===== config.mk =====
export PLATFORM = sky130hd
export DESIGN_NAME = tqvp_uart_rx_fifo_flat
export DESIGN_NICKNAME = d
export VERILOG_FILES = /design/src/rtl/tqvp_uart_rx_fifo_if.sv /design/src/rtl/tqvp_uart_rx_fifo.sv /design/src/flat_wrapper.sv
export SDC_FILE = /design/constraint.sdc
export NUM_CORES = 1
export LEC_CHECK = 0
export CAP_MARGIN = 20
export CORE_ASPECT_RATIO = 1.1
export CORE_MARGIN = 2
export CORE_UTILIZATION = 45
export DETAILED_ROUTE_END_ITERATION = 12
export PLACE_DENSITY = 0.64
export REMOVE_ABC_BUFFERS = 1
export SYNTH_ARGS = -nofsm -noshare
export SYNTH_HDL_FRONTEND = slang
export SYNTH_SLANG_ARGS = --single-unit

===== constraint.sdc =====
create_clock -name clk -period 6.3 [get_ports clk]
set_input_delay 1.575 -clock clk [delete_from_list [all_inputs] [get_ports clk]]
set_output_delay 1.575 -clock clk [all_outputs]
set_load 0.01 [all_outputs]

===== src/rtl/tqvp_uart_rx_fifo_if.sv =====
// Purpose: bundles the deserialiser handshake, bus strobes and status of the UART RX FIFO.
// Latency: wires only, no storage.
// Backpressure: rx_read is the sink-ready returned to the deserialiser.
interface tqvp_uart_rx_fifo_if #(
  parameter int DEPTH_LOG2 = 3,
  parameter int TMO_W      = 16
);
  logic                  rx_valid;
  logic [7:0]            rx_data;
  logic                  rx_read;
  logic                  pop;
  logic                  flush;
  logic [DEPTH_LOG2:0]   thresh;
  logic [TMO_W-1:0]      tmo_cycles;
  logic                  clr_overrun;
  logic [7:0]            rd_data;
  logic [DEPTH_LOG2:0]   level;
  logic                  empty;
  logic                  full;
  logic                  overrun;
  logic                  rts_hold;
  logic                  irq;

  // Deserialiser/bus side: drives bytes and strobes, observes status.
  modport master (
    output rx_valid, rx_data, pop, flush, thresh, tmo_cycles, clr_overrun,
    input  rx_read, rd_data, level, empty, full, overrun, rts_hold, irq
  );

  // FIFO side.
  modport slave (
    input  rx_valid, rx_data, pop, flush, thresh, tmo_cycles, clr_overrun,
    output rx_read, rd_data, level, empty, full, overrun, rts_hold, irq
  );
endinterface


===== src/rtl/tqvp_uart_rx_fifo.sv =====
// Purpose: receive byte FIFO with threshold/idle-timeout interrupt, overrun flag and RTS hold.
// Latency: a pushed byte is visible on rd_data/level one cycle after the push edge.
// Backpressure: rx_read = !full; a byte offered while full is dropped and sets overrun.
module tqvp_uart_rx_fifo #(
  parameter int DEPTH_LOG2 = 3,
  parameter int TMO_W      = 16
) (
  input  logic                 clk,
  input  logic                 rst_n,
  tqvp_uart_rx_fifo_if.slave   bus
);
  localparam int DEPTH = 1 << DEPTH_LOG2;
  localparam logic [DEPTH_LOG2:0] LVL_FULL = (DEPTH_LOG2+1)'(DEPTH);
  localparam logic [DEPTH_LOG2:0] LVL_HOLD = (DEPTH_LOG2+1)'(DEPTH - 2);

  logic [7:0]            mem_q [DEPTH];
  logic [DEPTH_LOG2-1:0] wptr_q, wptr_d;
  logic [DEPTH_LOG2-1:0] rptr_q, rptr_d;
  logic [DEPTH_LOG2:0]   level_q, level_d;
  logic                  overrun_q, overrun_d;
  logic [TMO_W-1:0]      tmo_cnt_q, tmo_cnt_d;
  logic                  tmo_flag_q, tmo_flag_d;

  logic empty, full, push, pop_ok;

  assign empty  = (level_q == '0);
  assign full   = (level_q == LVL_FULL);
  assign push   = bus.rx_valid && !full;
  // A pop on an empty FIFO is ignored, so an empty-cycle push+pop only pushes.
  assign pop_ok = bus.pop && !empty;

  // Next-state: pointer/level/timeout update, with flush overriding push and pop.
  always_comb begin
    wptr_d     = wptr_q;
    rptr_d     = rptr_q;
    level_d    = level_q;
    tmo_cnt_d  = tmo_cnt_q;
    tmo_flag_d = tmo_flag_q;
    overrun_d  = overrun_q;

    if (push)   wptr_d = wptr_q + 1'b1;
    if (pop_ok) rptr_d = rptr_q + 1'b1;
    case ({push, pop_ok})
      2'b10:   level_d = level_q + 1'b1;
      2'b01:   level_d = level_q - 1'b1;
      default: level_d = level_q;
    endcase

    // Idle counter only runs while data sits unread; saturates at the timeout.
    if (push || pop_ok || empty)       tmo_cnt_d = '0;
    else if (tmo_cnt_q < bus.tmo_cycles) tmo_cnt_d = tmo_cnt_q + 1'b1;

    if (push || pop_ok)
      tmo_flag_d = 1'b0;
    else if ((tmo_cnt_q == bus.tmo_cycles) && (bus.tmo_cycles != '0) && !empty)
      tmo_flag_d = 1'b1;

    if (bus.flush) begin
      wptr_d     = '0;
      rptr_d     = '0;
      level_d    = '0;
      tmo_cnt_d  = '0;
      tmo_flag_d = 1'b0;
    end

    // A new overrun event beats any clear arriving in the same cycle.
    if (bus.rx_valid && full)               overrun_d = 1'b1;
    else if (bus.clr_overrun || bus.flush)  overrun_d = 1'b0;
  end

  // State registers with asynchronous reset.
  always_ff @(posedge clk or negedge rst_n) begin
    if (!rst_n) begin
      wptr_q     <= '0;
      rptr_q     <= '0;
      level_q    <= '0;
      overrun_q  <= 1'b0;
      tmo_cnt_q  <= '0;
      tmo_flag_q <= 1'b0;
    end else begin
      wptr_q     <= wptr_d;
      rptr_q     <= rptr_d;
      level_q    <= level_d;
      overrun_q  <= overrun_d;
      tmo_cnt_q  <= tmo_cnt_d;
      tmo_flag_q <= tmo_flag_d;
    end
  end

  // Byte storage; contents are don't-care until written, rd_data masks when empty.
  always_ff @(posedge clk) begin
    if (push && !bus.flush) mem_q[wptr_q] <= bus.rx_data;
  end

  assign bus.rx_read  = !full;
  assign bus.rd_data  = empty ? 8'h00 : mem_q[rptr_q];
  assign bus.level    = level_q;
  assign bus.empty    = empty;
  assign bus.full     = full;
  assign bus.overrun  = overrun_q;
  assign bus.rts_hold = (level_q >= LVL_HOLD);
  assign bus.irq      = ((bus.thresh != '0) && (level_q >= bus.thresh)) || tmo_flag_q;
endmodule


===== src/flat_wrapper.sv =====
// flat-port wrapper written by rule: the top's interface ports become plain ports
module tqvp_uart_rx_fifo_flat 
#(
  parameter int DEPTH_LOG2 = 3,
  parameter int TMO_W      = 16
)
  (clk, rst_n, bus_rx_valid, bus_rx_data, bus_pop, bus_flush, bus_thresh, bus_tmo_cycles, bus_clr_overrun, bus_rx_read, bus_rd_data, bus_level, bus_empty, bus_full, bus_overrun, bus_rts_hold, bus_irq);
  tqvp_uart_rx_fifo_if #(.DEPTH_LOG2(DEPTH_LOG2), .TMO_W(TMO_W)) bus_i ();
  input  logic clk;
  input  logic rst_n;
  input wire logic [$bits(bus_i.rx_valid)-1:0] bus_rx_valid;
  input wire logic [$bits(bus_i.rx_data)-1:0] bus_rx_data;
  input wire logic [$bits(bus_i.pop)-1:0] bus_pop;
  input wire logic [$bits(bus_i.flush)-1:0] bus_flush;
  input wire logic [$bits(bus_i.thresh)-1:0] bus_thresh;
  input wire logic [$bits(bus_i.tmo_cycles)-1:0] bus_tmo_cycles;
  input wire logic [$bits(bus_i.clr_overrun)-1:0] bus_clr_overrun;
  output wire logic [$bits(bus_i.rx_read)-1:0] bus_rx_read;
  output wire logic [$bits(bus_i.rd_data)-1:0] bus_rd_data;
  output wire logic [$bits(bus_i.level)-1:0] bus_level;
  output wire logic [$bits(bus_i.empty)-1:0] bus_empty;
  output wire logic [$bits(bus_i.full)-1:0] bus_full;
  output wire logic [$bits(bus_i.overrun)-1:0] bus_overrun;
  output wire logic [$bits(bus_i.rts_hold)-1:0] bus_rts_hold;
  output wire logic [$bits(bus_i.irq)-1:0] bus_irq;
  assign bus_i.rx_valid = bus_rx_valid;
  assign bus_i.rx_data = bus_rx_data;
  assign bus_i.pop = bus_pop;
  assign bus_i.flush = bus_flush;
  assign bus_i.thresh = bus_thresh;
  assign bus_i.tmo_cycles = bus_tmo_cycles;
  assign bus_i.clr_overrun = bus_clr_overrun;
  assign bus_rx_read = bus_i.rx_read;
  assign bus_rd_data = bus_i.rd_data;
  assign bus_level = bus_i.level;
  assign bus_empty = bus_i.empty;
  assign bus_full = bus_i.full;
  assign bus_overrun = bus_i.overrun;
  assign bus_rts_hold = bus_i.rts_hold;
  assign bus_irq = bus_i.irq;
  tqvp_uart_rx_fifo #(.DEPTH_LOG2(DEPTH_LOG2), .TMO_W(TMO_W)) u_core (.clk(clk), .rst_n(rst_n), .bus(bus_i));
endmodule

==> results of run 1 <==
-- path summary, 6_finish.rpt --
check | from | end | slack, ns | depth (start not counted)
max | bus_thresh[0] | bus_irq | 1.27 | 8
min | u_core.bus.overrun | u_core.bus.overrun | 0.50 | 1
max reg2reg | u_core.bus.level[1] | u_core.tmo_cnt_q[14] | 3.65 | 5
min reg2reg | u_core.bus.overrun | u_core.bus.overrun | 0.50 | 1
max in group asynchronous | rst_n | u_core.wptr_q[2] | 4.38 | 2
min in group asynchronous | rst_n | u_core.tmo_cnt_q[10] | 1.62 | 2
-- layer usage --
layer / vias to the layer above / global-route usage, % / share of wire (%)
met2: 51 / 29.1 / 50
met3: 10 / 3.33 / 3.0
li1: 1496 / - / -
met1: 1534 / 23.0 / 47
met5: - / 0 / 0
met4: 0 / 4.98 / 0.97
-- flip-flops by register name (all words and copies together) (netlist names) --
name	cells
u_core.mem_q	64
u_core.bus.overrun	1
u_core.rptr_q	3
u_core.tmo_cnt_q	16
u_core.tmo_flag_q	1
u_core.wptr_q	3
u_core.bus.level	4
-- Yosys cell counts, drive strengths merged (2+ instances only) --
| library cell | number |
|---|---|
| a21o | 3 |
| nor2b | 4 |
| a21oi | 9 |
| clkbuf | 8 |
| nor3 | 7 |
| ha | 25 |
| or2b | 6 |
| o21ai | 3 |
| nand2b | 3 |
| inv | 24 |
| nor4 | 16 |
| mux2i | 19 |
| nor3b | 2 |
| o31ai | 7 |
| o211ai | 2 |
| a21boi | 8 |
| and2 | 2 |
| or4 | 8 |
| xnor2 | 3 |
| nor2 | 25 |
| nand3 | 8 |
| dfrtp | 28 |
| a211o | 2 |
| xor2 | 2 |
| a211oi | 2 |
| mux4 | 16 |
| nand4 | 8 |
| nand2 | 30 |
| o21bai | 4 |
| buf | 10 |
| edfxtp | 64 |
-- where the power goes --
| part | internal (mW) | switching (mW) |
|---|---|---|
| Sequential | 0.681 | 0.0722 |
| Clock | 0.301 | 0.203 |
| Combinational | 0.309 | 0.240 |
-- kinds of logic (layout without fill, tap and decap cells) --
kind of cell / count (synthesis) / count (layout) / synth area share (%)
AND/OR/NAND/NOR: 125 / 125 / 14.4
flip-flops: 92 / 92 / 55.3
AO/OA/AOI/OAI: 43 / 43 / 6.52
buffers and inverters: 42 / 96 / 4.09
multiplexers: 36 / 36 / 11.9
adder cells (fa/ha/maj): 26 / 26 / 6.81
XOR/XNOR: 5 / 5 / 0.924
-- final cells by class --
type,instances,area [um^2]
Fill cell,867,4670
Sequential cell,92,2620
Multi-Input combinational cell,235,1960
Timing Repair Buffer,57,556
Clock buffer,11,233
Tap cell,143,179
Inverter,24,90.1
Clock inverter,4,41.3
-- stage by stage --
step,std cells,power (mW)
finish,566,1.81
global route,566,1.90
CTS,566,1.83
detailed placement,551,1.32
global placement,551,1.32
floorplan,351,1.06
==> reports/results.tsv, run 1 <==
stage	metric	value	unit
sta	Slew Limit Fails	0	
drt	Starting DRT DRC Count	186	
synthesis	yosys warns	0	
run_status	outcome	finished clean	
sta	fmax	199	MHz
place	DP HPWL	6.50	mm
setup_path	crit start category	primary input	
clocking	Num CTS Buffers	9	
synthesis	Syn Inst Count	369	
sta	Worst Hold Slack	0.503	ns
synthesis	Netlist Area Pre-Place	0.00474	mm^2
floorplan	Die Area	0.0114	mm^2
synthesis	asr flop ratio synth	30.4	%
setup_path	Slowest cell on crit path	clkdlybuf4s50_1	
synthesis	post-synth top area cell	edfxtp_1	
setup_path	Crit path max-delay family	buffers and inverters	
setup_path	CP max FO	2	
power	Pleak	2.10	nW
setup_path	crit path kind	in2out	
hold_path	type of the most critical hold path	reg2reg	
setup_path	Critical Path AT	3.46	ns
clocking	CTS root buf	clkbuf_16	
clocking	cts hold-fix bufs	0	
sta	RSZ-0062 raised after global routing	no	
sta	max_slew headroom	31.1	%
drt	Final ANT Viol Nets	0	
drt	Residual DRC	0	
clocking	buffer count from post-CTS setup fixing	0	
setup_path	CP Data Required Time	4.72	ns
synthesis	#FFs+latches synth	92	
place	gpl congestion	0.821	
synthesis	synthesized area per cell	12.8	um^2
drt	via count	3091	
drt	final WL	9.58	mm
synthesis	Seq/Total Area, Yosys	55.3	%
global_route	initial antenna violation count	0	
final_layout	ANT cells	0	
sta	skew final	0.00609	ns
place	worst slack, placed	1.26	ns
run	maxcap violations	0	
final_layout	most frequent cells in the layout	64 x edfxtp_1, 51 x clkdlybuf4s50_1, 30 x nand2_1	
sta	worst-margin pin slew	1.03	ns
final_layout	Finished Cell Area	0.00568	mm^2
clocking	H-tree Lvls	3	
power	worst vdd ir	0.197	mV
power	Pwr Density	318	mW/mm^2
final_layout	fin nets	478	
global_route	first-pass GRT wire length	15.1	mm
clocking	clk_lat worst skew	0.33	ns
synthesis	Yosys top cell area share	40.6	%
sta	count of final setup violators	0	
synthesis	dominant synthesized flop cell	edfxtp_1	
drt	Vias/cell	5.46	
global_route	vias in the first global route	3030	
synthesis	Synth cell types	50	
clocking	CTS tree	yes	
final_layout	Final Util	54.9	%
final_layout	most common cell after layout, fill and taps aside	edfxtp_1	
place	dpl cell area	0.00540	mm^2
floorplan	Die Height	112	um
final_layout	share of post-route cells with drive strength above 1	10.9	%
floorplan	initial cell density of the core	45.8	%
place	PortBufs	51	
setup_path	CP bufs+invs	2	
global_route	largest net degree at the start of global routing	29	
floorplan	I/O pin count	52	
drt	DR pass1 iterations	4	
floorplan	row count	39	
floorplan	Core ar.	0.0103	mm^2
clocking	clock transition at the registers of the reported paths	0.06	ns
sta	final hold violation count	0	
drt	Avg WL per Cell	16.9	um
clocking	CTS Sinks	92	
final_layout	Area growth, synth to finish	19.8	%
clocking	post-CTS resize count	0	
synthesis	top cells by area, synth	edfxtp_1 41%, dfrtp_1 15%, mux4_2 7.6%, ha_1 6.6%, mux2i_1 4.0%	
global_route	gr ovfl total	0	
sta	min Tclk post-route	5.03	ns
synthesis	number of synthesized flops with an enable pin	64	
floorplan	Die Wd	102	um
setup_path	critical-path cell list	clkdlybuf4s50_1 > ha_1 > nand2b_1 > a21o_1 > a21o_1 > a21oi_1 > o21bai_1 > clkdlybuf4s50_1	
global_route	GRT Total Usage	17.4	%
sta	setup ws final	1.27	ns
clocking	maximum clock insertion buffer count	2	
setup_path	CP max stage delay	0.49	ns
setup_path	CP endpoint kind	output pin	
sta	part of the cycle the worst path needs	79.9	%
sta	setup TNS	0	ns
Power figures use the tool's default switching activity.
==> run 2: changes to the inputs <==
--- a/config.mk
+++ b/config.mk
@@ -10,7 +10,7 @@
 export CORE_MARGIN = 2
 export CORE_UTILIZATION = 45
 export DETAILED_ROUTE_END_ITERATION = 12
-export PLACE_DENSITY = 0.64
+export PLACE_DENSITY = 0.67
 export REMOVE_ABC_BUFFERS = 1
 export SYNTH_ARGS = -nofsm -noshare
 export SYNTH_HDL_FRONTEND = slang
==> constraint.sdc (replaced) <==
create_clock -name clk -period 4.5 [get_ports clk]
set_input_delay 1.125 -clock clk [delete_from_list [all_inputs] [get_ports clk]]
set_output_delay 1.125 -clock clk [all_outputs]
set_load 0.01 [all_outputs]
==> run 2 against run 1 <==
Sequential power up 35%. Combinational power up 48%. Via count about the same. Critical path depth unchanged. Non-clock buffer count up 8. Power up 43%. Sequential cell count unchanged. Sequential share of layout area down 0.52 points. Critical endpoint unchanged.
==> reports/results.tsv, run 2 (synthesis results as in run 1) <==
stage	metric	value	unit	change
drt	Vias/cell	5.38		was 5.46
drt	via count	3094		was 3091
sta	part of the cycle the worst path needs	91.8	%	
drt	Final ANT Viol Nets	0		unchanged
final_layout	share of post-route cells with drive strength above 1	13.0	%	was 10.9%
global_route	largest net degree at the start of global routing	29		unchanged
clocking	cts hold-fix bufs	0		unchanged
sta	RSZ-0062 raised after global routing	no		unchanged
sta	setup TNS	0	ns	unchanged
setup_path	critical-path cell list	clkdlybuf4s50_1 > ha_1 > nand2b_1 > a21o_1 > a21o_1 > a21oi_1 > o21bai_1 > clkdlybuf4s50_1		unchanged
sta	skew final	0.00793	ns	was 0.00609 ns
floorplan	Core ar.	0.0103	mm^2	unchanged
sta	worst-margin pin slew	0.905	ns	was 1.03 ns
clocking	clk_lat worst skew	0.33	ns	about the same
floorplan	Die Wd	102	um	unchanged
final_layout	fillers	874		was 867
run_status	outcome	finished clean		unchanged
final_layout	sequential cell area	0.00262	mm^2	unchanged
final_layout	most frequent cells in the layout	64 x edfxtp_1, 51 x clkdlybuf4s50_1, 30 x nand2_1		unchanged
final_layout	fin nets	486		was 478
global_route	initial antenna violation count	0		unchanged
global_route	first-pass GRT wire length	15.1	mm	about the same
clocking	H-tree Lvls	3		unchanged
setup_path	CP max stage delay	0.48	ns	was 0.49 ns
setup_path	CP Data Required Time	3.38	ns	was 4.72 ns
global_route	GRT Total Usage	17.3	%	was 17.4%
final_layout	Largest register FFs	64		unchanged
place	PortBufs	51		unchanged
run	maxcap violations	0		unchanged
place	gpl congestion	0.851		was 0.821
final_layout	multi-input logic area	0.00194	mm^2	was 0.00196 mm^2
clocking	CTS tree	yes		unchanged
setup_path	crit path kind	in2out		unchanged
setup_path	Critical Path AT	3.01	ns	was 3.46 ns
drt	Starting DRT DRC Count	139		was 186
place	worst slack, placed	0.351	ns	was 1.26 ns
clocking	Num CTS Buffers	9		unchanged
place	Placed Cells	559		was 551
global_route	vias in the first global route	3152		was 3030
clocking	clock transition at the registers of the reported paths	0.07	ns	was 0.06 ns
floorplan	Die Area	0.0114	mm^2	unchanged
power	Pleak	2.14	nW	was 2.10 nW
final_layout	Area growth, synth to finish	21.2	%	was 19.8%
sta	count of final setup violators	0		unchanged
setup_path	CP endpoint kind	output pin		unchanged
final_layout	ANT cells	0		unchanged
drt	Avg WL per Cell	16.4	um	was 16.9 um
clocking	maximum clock insertion buffer count	2		unchanged
clocking	buffer count from post-CTS setup fixing	0		unchanged
sta	Slew Limit Fails	0		unchanged
clocking	post-CTS resize count	0		unchanged
sta	min Tclk post-route	4.13	ns	
sta	setup ws final	0.369	ns	was 1.27 ns
power	worst vdd ir	0.297	mV	was 0.197 mV
sta	fmax	242	MHz	
floorplan	Die Height	112	um	unchanged
drt	final WL	9.41	mm	was 9.58 mm
sta	max_slew headroom	39.5	%	was 31.1%
setup_path	Slowest cell on crit path	clkdlybuf4s50_1		unchanged
clocking	CTS root buf	clkbuf_16		unchanged
drt	DR pass1 iterations	4		unchanged
final_layout	Finished Layout Cells	575		was 566
sta	final hold violation count	0		unchanged
hold_path	type of the most critical hold path	reg2reg		unchanged
power	Pwr Density	449	mW/mm^2	was 318 mW/mm^2
clocking	CTS Sinks	92		unchanged
final_layout	Top reg by flops	u_core.mem_q		unchanged
setup_path	crit start category	primary input		unchanged
floorplan	row count	39		unchanged
place	DP HPWL	6.54	mm	was 6.50 mm
setup_path	CP max FO	2		unchanged
floorplan	initial cell density of the core	45.8	%	unchanged
final_layout	most common cell after layout, fill and taps aside	edfxtp_1		unchanged
power	overall power	2.58	mW	was 1.81 mW
sta	Worst Hold Slack	0.508	ns	was 0.503 ns
global_route	gr ovfl total	0		unchanged
drt	Residual DRC	0		unchanged
floorplan	I/O pin count	52		unchanged
-- run 2: cell types whose count changed in the layout (fill, tap and decap cells not counted), sizes merged --
| cell | previous run | this run |
|---|---|---|
| clkbuf | 11 | 9 |
| clkinv | 3 | 2 |
| buf | 6 | 14 |
| clkinvlp | 0 | 2 |
| inv | 24 | 26 |
-- run 2: worst max-delay path: cells and delay by family --
family | cells | cell delay [ns]
AOI/OAI and AO/OA | 4 | 0.55
adders and majority gates | 1 | 0.22
buffers and inverters | 2 | 0.96
and+or+nand+nor | 1 | 0.13
-- run 2: report_power, final --
part	switching [mW]	internal [mW]	leakage [nW]	total, mW
clock	0.311	0.432	0.142	0.743
combinational	0.367	0.445	1.04	0.812
sequential	0.0704	0.953	0.963	1.02
-- run 2: path summary, 6_finish.rpt --
check / from / endpoint / slack [ns] / cells past startpoint
hold / removal: u_core.bus.overrun / u_core.bus.overrun / 0.51 / 1
min in group asynchronous: rst_n / u_core.tmo_cnt_q[15] / 1.17 / 2
hold reg to reg: u_core.bus.overrun / u_core.bus.overrun / 0.51 / 1
setup reg to reg: u_core.bus.level[1] / u_core.bus.level[3] / 1.51 / 8
max in group asynchronous: rst_n / u_core.tmo_cnt_q[5] / 3.05 / 2
setup / recovery: bus_thresh[0] / bus_irq / 0.37 / 8
-- run 2: through the flow --
step	area (um^2)	util (%)
6_report	5740	55.5
5_1_grt	5740	55.5
4_1_cts	5740	55.5
3_5_place_dp	5440	52.6
3_3_place_gp	5440	52.6
2_1_floorplan	4630	-
-- run 2: cell type report --
type,instances,area share [%]
flip-flops and latches,92,45.7
inverters,24,1.57
multi-input cells,235,33.7
clock inverters,7,1.29
well taps,143,3.12
repair buffers,65,10.7
clock buffers,9,3.92
-- run 2: layer usage --
| layer | wire length [um] | vias up | GRT usage, % |
|---|---|---|---|
| met5 | 0 | - | 0 |
| met3 | 461 | 14 | 2.07 |
| li1 | - | 1510 | - |
| met4 | 169 | 0 | 7.73 |
| met2 | 4750 | 92 | 28.8 |
| met1 | 4030 | 1478 | 22.8 |
